$ cat src/rtl/pe_array_cfg_loader.sv
// Context-memory driven configuration sequencer for the 4x4 PE array: streams
// config words onto init_PE_array/PE_config, waits a fixed gap, then launches the array.
module pe_array_cfg_loader #(
    parameter int PE_INST_W = 24,
    parameter int ADDR_W    = 6,
    parameter int RUN_GAP   = 2
) (
    input  logic                   clk,
    input  logic                   rst,
    input  logic                   start,
    input  logic [ADDR_W-1:0]      base_addr,
    input  logic [ADDR_W:0]        num_entries,
    output logic                   ctx_rd_en,
    output logic [ADDR_W-1:0]      ctx_addr,
    input  logic [PE_INST_W+8:0]   ctx_rd_data,
    output logic [8:0]             init_PE_array,
    output logic [PE_INST_W-1:0]   PE_config,
    output logic                   run,
    output logic                   busy,
    output logic                   done,
    output logic                   cfg_err
);

    localparam logic [2:0] S_IDLE  = 3'd0;
    localparam logic [2:0] S_FETCH = 3'd1;
    localparam logic [2:0] S_LOAD  = 3'd2;
    localparam logic [2:0] S_GAP   = 3'd3;
    localparam logic [2:0] S_RUN   = 3'd4;
    localparam logic [2:0] S_DONE  = 3'd5;

    localparam int CNT_W = $clog2(RUN_GAP + 2);
    // After a load the GAP state also covers the cycle that shows the final strobe.
    localparam logic [CNT_W-1:0] GAP_FROM_LOAD = CNT_W'(RUN_GAP);
    localparam logic [CNT_W-1:0] GAP_FROM_IDLE = CNT_W'((RUN_GAP > 0) ? RUN_GAP - 1 : 0);

    function automatic logic is_onehot4(input logic [3:0] v);
        return (v != 4'd0) && ((v & (v - 4'd1)) == 4'd0);
    endfunction

    function automatic logic is_onehot5(input logic [4:0] v);
        return (v != 5'd0) && ((v & (v - 5'd1)) == 5'd0);
    endfunction

    logic [2:0]           state;
    logic [ADDR_W-1:0]    base_q;
    logic [ADDR_W:0]      num_q;
    logic [ADDR_W:0]      idx;
    logic [CNT_W-1:0]     gap_cnt;

    logic [3:0]           row_sel;
    logic [4:0]           unit_sel;
    logic [PE_INST_W-1:0] inst;
    logic [ADDR_W:0]      idx_inc;
    logic                 entry_ok;

    assign row_sel  = ctx_rd_data[PE_INST_W+8 -: 4];
    assign unit_sel = ctx_rd_data[PE_INST_W+4 -: 5];
    assign inst     = ctx_rd_data[PE_INST_W-1:0];
    assign idx_inc  = idx + 1'b1;
    assign entry_ok = is_onehot4(row_sel) && is_onehot5(unit_sel);

    always_ff @(posedge clk) begin
        if (!rst) begin
            state         <= S_IDLE;
            base_q        <= '0;
            num_q         <= '0;
            idx           <= '0;
            gap_cnt       <= '0;
            ctx_rd_en     <= 1'b0;
            ctx_addr      <= '0;
            init_PE_array <= '0;
            PE_config     <= '0;
            run           <= 1'b0;
            busy          <= 1'b0;
            done          <= 1'b0;
            cfg_err       <= 1'b0;
        end else begin
            // Strobe-style outputs default low; each state raises only what it owns.
            ctx_rd_en     <= 1'b0;
            ctx_addr      <= '0;
            init_PE_array <= '0;
            PE_config     <= '0;
            run           <= 1'b0;
            done          <= 1'b0;

            case (state)
                S_IDLE: begin
                    if (start) begin
                        base_q  <= base_addr;
                        num_q   <= num_entries;
                        idx     <= '0;
                        cfg_err <= 1'b0;
                        busy    <= 1'b1;
                        if (num_entries == '0) begin
                            state   <= S_GAP;
                            gap_cnt <= GAP_FROM_IDLE;
                        end else begin
                            state     <= S_FETCH;
                            ctx_rd_en <= 1'b1;
                            ctx_addr  <= base_addr;
                        end
                    end
                end

                S_FETCH: begin
                    state <= S_LOAD;
                end

                // read data is valid here; its strobe appears next cycle
                S_LOAD: begin
                    if (entry_ok) begin
                        init_PE_array <= {row_sel, unit_sel};
                        PE_config     <= inst;
                    end else begin
                        cfg_err <= 1'b1;
                    end
                    idx <= idx_inc;
                    if (idx_inc < num_q) begin
                        state     <= S_FETCH;
                        ctx_rd_en <= 1'b1;
                        ctx_addr  <= base_q + idx_inc[ADDR_W-1:0];
                    end else begin
                        state   <= S_GAP;
                        gap_cnt <= GAP_FROM_LOAD;
                    end
                end

                S_GAP: begin
                    if (gap_cnt == '0) begin
                        state <= S_RUN;
                        run   <= 1'b1;
                    end else begin
                        gap_cnt <= gap_cnt - 1'b1;
                    end
                end

                S_RUN: begin
                    state <= S_DONE;
                    done  <= 1'b1;
                end

                S_DONE: begin
                    state <= S_IDLE;
                    busy  <= 1'b0;
                end

                default: begin
                    state <= S_IDLE;
                    busy  <= 1'b0;
                end
            endcase
        end
    end

endmodule
$ cat config.mk
export PLATFORM = sky130hd
export DESIGN_NAME = pe_array_cfg_loader
export DESIGN_NICKNAME = d
export VERILOG_FILES = /design/src/rtl/pe_array_cfg_loader.sv
export SDC_FILE = /design/constraint.sdc
export NUM_CORES = 1
export LEC_CHECK = 0
export CORE_ASPECT_RATIO = 1.25
export CORE_UTILIZATION = 46
export DETAILED_ROUTE_END_ITERATION = 10
export PLACE_DENSITY = 0.8
export REMOVE_ABC_BUFFERS = 1
export SYNTH_ARGS = -nofsm -noshare
export SYNTH_HDL_FRONTEND = slang
export SYNTH_SLANG_ARGS = --single-unit
$ cat constraint.sdc
create_clock -name clk -period 3 [get_ports clk]
set_input_delay 0.6 -clock clk [delete_from_list [all_inputs] [get_ports clk]]
set_output_delay 0.6 -clock clk [all_outputs]
set_load 0.01 [all_outputs]
# --- Word level (Yosys, flattened, before mapping) ---
# Cells that the tools add are included.
totals:
  reg_bits: 69
  latchBits: 0
  ramBits: 0
  rom_bits: 0
  input_bits: 49
  out_inout_bits: 44
  word_cells: 80
  memories: 0
classes:
  n_addsub: 5
  mul: 0
  n_div: 0
  order_cmp: 1
  n_eq_ne: 10
  shift: 0
  muxes: 27
  bitwise: 3
  n_reduce_logical: 21
ops:
  columns: ["operator", "count"]
  rows:
  - ["6-bit two-way mux", 3]
  - ["3-bit case mux with 5 select lines", 1]
  - ["7-bit case mux with 2 select lines", 1]
  - ["2-bit two-way mux", 6]
  - ["2-bit != test (second input constant)", 6]
  - ["6-bit case mux with 2 select lines", 1]
  - ["2-bit AND reduction", 5]
  - ["1-bit two-way mux", 8]
  - ["7-bit by 1-bit adder with 7-bit output (second input constant)", 1]
  - ["7-bit zero test", 1]
  - ["7-bit < comparator", 1]
  - ["7-bit two-way mux", 1]
  - ["6-bit adder", 1]
  - ["3-bit by 2-bit equality test with 1-bit output (second input constant)", 2]
  - ["3-bit two-way mux", 2]
  - ["1-bit case mux with 2 select lines", 3]
  - ["2-bit case mux with 3 select lines", 1]
  - ["3-bit AND reduction", 2]
  - ["5-bit bitwise AND", 1]
  - ["5-bit zero test", 1]
  - ["5-bit AND reduction", 1]
  - ["5-bit nonzero test", 1]
  - ["5-bit by 1-bit subtractor with 5-bit output (second input constant)", 1]
  - ["4-bit bitwise AND", 1]
  - ["other kinds (13)", 15]

# --- Depth between registers and ports, before layout ---
depth:
  ltp_word: 7
  ltp_mapped: 10
  depth_no_buf: 10

# --- Least setup slack after synthesis ---
# OpenSTA, ideal clock, no wires.
synth_path:
  path_type: "reg-to-reg"
  start: "register idx[0]"
  end: "register gap_cnt[0]"
  setup_time_ns: 0.119
  arrival_time_ns: 2.190
  t_required_ns: 2.881
  slack_ns: 0.691
  stages_incl_launch_ff: 10
  path_buffers: 0
  synth_period_minus_slack_ns: 2.309
  path_cell_list: "dfxtp_1 ha_1 nand3_1 xnor2_1 ha_1 a211oi_1 nor2_1 nor4_4 nor2b_1 o221a_2"
synth_between:
  elab_chain_len: 4
synth_lines:
  columns: ["element", "line", "text"]
  rows:
  - ["start, declared", "47", "logic [ADDR_W:0] idx;"]
  - ["start signal, assigned", "117", "idx <= idx_inc;"]
  - ["7-bit by 1-bit adder with 7-bit output", "59", "assign idx_inc = idx + 1'b1;"]
  - ["7-bit < comparator", "118", "if (idx_inc < num_q) begin"]
  - ["2-bit != test (no line)", null, null]
  - ["5-bit AND reduction (no line)", null, null]
  - ["end signal, assigned", "133", "gap_cnt <= gap_cnt - 1'b1;"]
  - ["end, declared", "48", "logic [CNT_W-1:0] gap_cnt;"]
# No other way between the ends.
# A chain may end at the register's enable or synchronous reset.

# --- Worst setup path in the final report ---
layout_path:
  start: "register idx[0]"
  end: "register ctx_addr[1]"
layout_between:
  elab_chain_len: 4
  elab_cells_between_ends: 5
  cone_classes: "add/sub (2); order compare (1); mux (2)"
layout_lines:
  columns: ["element", "line", "text"]
  rows:
  - ["7-bit by 1-bit adder with 7-bit output *", "59", null]
  - ["6-bit adder / 7-bit < comparator (equally long branches)", "121, 118", null]
  - ["6-bit two-way mux *", "118", null]
  - ["6-bit case mux with 2 select lines *", "86", "case (state)"]
  - ["end signal, assigned", "100", "ctx_addr <= base_addr;"]
  - ["end signal, assigned", "121", "ctx_addr <= base_q + idx_inc[ADDR_W-1:0];"]
  - ["end, declared", "14", "output logic [ADDR_W-1:0] ctx_addr,"]
# Every way passes the cells marked *; elsewhere a longest branch is shown, timed or not.

==> results.ini <==
[detailed_routing]
first_pass_iters = 4
vias_per_cell = 5.07
postRouteAntennaNets = 0
wirelength_um = 6580
drt_iter0_markers = 98
wl_per_cell_um = 13.6
post-route-drc-count = 0
via_count = 2455

[yosys]
yosysMostFrequentCell = dfxtp_1
synth_top_area_share_pct = 47.6
synth_area_um2 = 2900
synth_warnings = 0
syn_avg_cell_area_um2 = 9.54
yosysTopAreaCell = dfxtp_1
ys_types = 43
ys_seq_area_share_pct = 47.6
synthTopCellsByArea = dfxtp_1 (48%), and2_1 (8.2%), ha_1 (6.0%)
synthArstFlopShare_pct = 0
synth_commonest_cells = dfxtp_1 (69), nand2_1 (40), and2_1 (38), a21boi_0 (20), nor2_1 (18)
ys_seq_elements = 69
syn_inst = 304
synth_edf_count = 0
synth_flop_cell = dfxtp_1

[cts]
cts_buffers = 9
clk_latency_ps = 350
ctsResizeCount = 0
cts_num_sinks = 69
clkSlewWorstSetupHoldPaths_ps = 80
hold_buffers = 0
root_buffer = clkbuf_8
cts.path.max_buffers = 2
cts_setup_buffers = 0
cts_tree = built
htree_levels = 3

[cells_and_area]
diodes = 0
syn_to_final_growth_pct = 41.3
layout.nets = 461
final_area_um2 = 4100
fillCellCount = 490
drive_gt1_share_pct = 6.47

[power]
powerDensity_nw_per_um2 = 507
vdd_drop_max_mv = 0.249
power_leakage_nw = 1.64

[die]
design.core.area_um2 = 5930
io_pins = 93
die_y_um = 90.8
die_area_um2 = 6630
rows = 31
start_util_pct = 48.9
fp.dieW_um = 73.0

[hold_path]
min_from = num_q[5]
hp-class = reg -> reg

[setup_path]
worstSetupPathType = reg -> reg
path_cells = ha_1 > nand3_1 > nor2_1 > xor2_1 > ha_1 > nand4_1 > a211oi_1 > nor4_4 > buf_4 > a32oi_1 > nor2_1
end_kind = flop
path_buf_inv = 1
rr_startpoint = idx[0]
startpoint = idx[0]
cp_top_family = compound AO/OA/AOI/OAI gates
start_kind = flop
critPathMaxStageDelay_ps = 460
critical_path_arrival_ps = 2760
cp_max_fo = 7
cpMaxStageDelayCell = a211oi_1
worstPathRequired_ps = 3240

[timing]
slew_headroom_pct = 47.2
final.period_utilization_pct = 84.2
slew_violations = 0
rsz0062_at_grt = false
worst_slew_pin_slew_ps = 786
fin_setup_tns_ps = 0
period_needed_ps = 2520
max_freq_mhz = 396
setup_violations = 0
skew_ps = 12.6
hold_viol = 0

[place]
dpl-instance-area_um2 = 3870
numPortBuffers = 92
gp_congestion = 0.876
dp_hpwl_um = 4910

[global_routing]
grt_pass1_wl_um = 10700
track_usage_pct = 21.0
overflow = 0
antenna_found_initial = 0
grtUsageMet3_pct = 4.69
met1_usage_pct = 23.2
grt_pass1_vias = 2291
grt_util_met2_pct = 37.3
top_usage_layer = met2
grt_start_max_net_pins = 34

[flow_run]
max_cap_violations = 0

[outcome]
run_status = finished clean

## cells by family (layout without fill, tap and decap cells)
kind of cell	count (synthesis)	in the layout	synth area share (%)
simple gates	129	129	23.7
flops	69	69	47.6
compound gates	57	57	14.2
buf+inv	23	121	3.88
fa+ha+maj	15	15	6.73
xor+xnor	11	11	3.80
## worst register-to-register path: cells and delay by family (launching register included)
kind | cells | cell delay (ps)
and+or+nand+nor | 5 | 550
adders and majority gates | 2 | 540
xor gates and xnor gates | 1 | 100
DFF | 1 | 390
buffers and inverters | 1 | 180
AOI/OAI and AO/OA | 2 | 640
## routing by layer
metal / up-vias / routed length [µm]
met4: 0 / 144
met2: 87 / 3310
met5: - / 0
li1: 1224 / -
met3: 14 / 403
met1: 1130 / 2730
## sequential cells by signal, summed over array words and instances, names as in the netlist, 2 cells and up
name	count
init_PE_array	9
num_q	7
idx	7
state	3
base_q	6
gap_cnt	2
ctx_addr	6
PE_config	24
## worst paths after layout
check	endpoint	slack, ps	cells past startpoint
min	num_q[5]	470	2
min reg2reg	num_q[5]	470	2
max	ctx_addr[1]	480	11
max reg2reg	ctx_addr[1]	480	11
## final cells by class
| class | count | area [µm²] | share of cell area (%) |
|---|---|---|---|
| timing repair buffer | 95 | 943 | 23.0 |
| clock buffer | 9 | 124 | 3.02 |
| multi-input combinational | 212 | 1410 | 34.3 |
| clock inverter | 7 | 103 | 2.50 |
| inverter | 10 | 37.5 | 0.916 |
| sequential | 69 | 1380 | 33.7 |
| tap | 82 | 103 | 2.50 |
## power by group
group / internal (mW) / switching, mW / total (mW)
Combinational: 0.135 / 0.119 / 0.253
Sequential: 0.943 / 0.0191 / 0.962
Clock: 0.479 / 0.383 / 0.862
## per-stage QoR
stage | setup slack (ps) | total power, mW | hold slack, ps | util [%] | instances
global placement | 521 | 1.23 | 454 | 65.2 | 468
CTS | 474 | 2.09 | 469 | 69.0 | 484
detailed placement | 526 | 1.24 | 458 | 65.2 | 468
finish | 475 | 2.08 | 465 | 69.0 | 484
floorplan | 691 | 1.10 | 443 | - | 291
global route | 267 | 2.16 | 500 | 69.0 | 484
## cell usage in the layout, fill, tap and decap left out, types with 3 or more instances in the layout
master,synthesis,final
nor2_1,18,18
inv_6,0,4
clkdlybuf4s50_1,0,92
o21ai_0,10,10
nor2b_1,5,5
clkbuf_8,0,9
inv_1,10,10
and2_1,38,38
a21boi_0,20,20
a21oi_1,4,4
a22oi_1,3,3
dfxtp_1,69,69
ha_1,14,14
xnor2_1,5,5
and3_1,4,4
nand3_1,4,4
buf_4,1,3
nand2_1,40,40
xor2_1,5,5
nor3_1,4,4
a32oi_1,6,6
or3_1,3,3
Note: power is estimated with default switching activity, not from simulation.
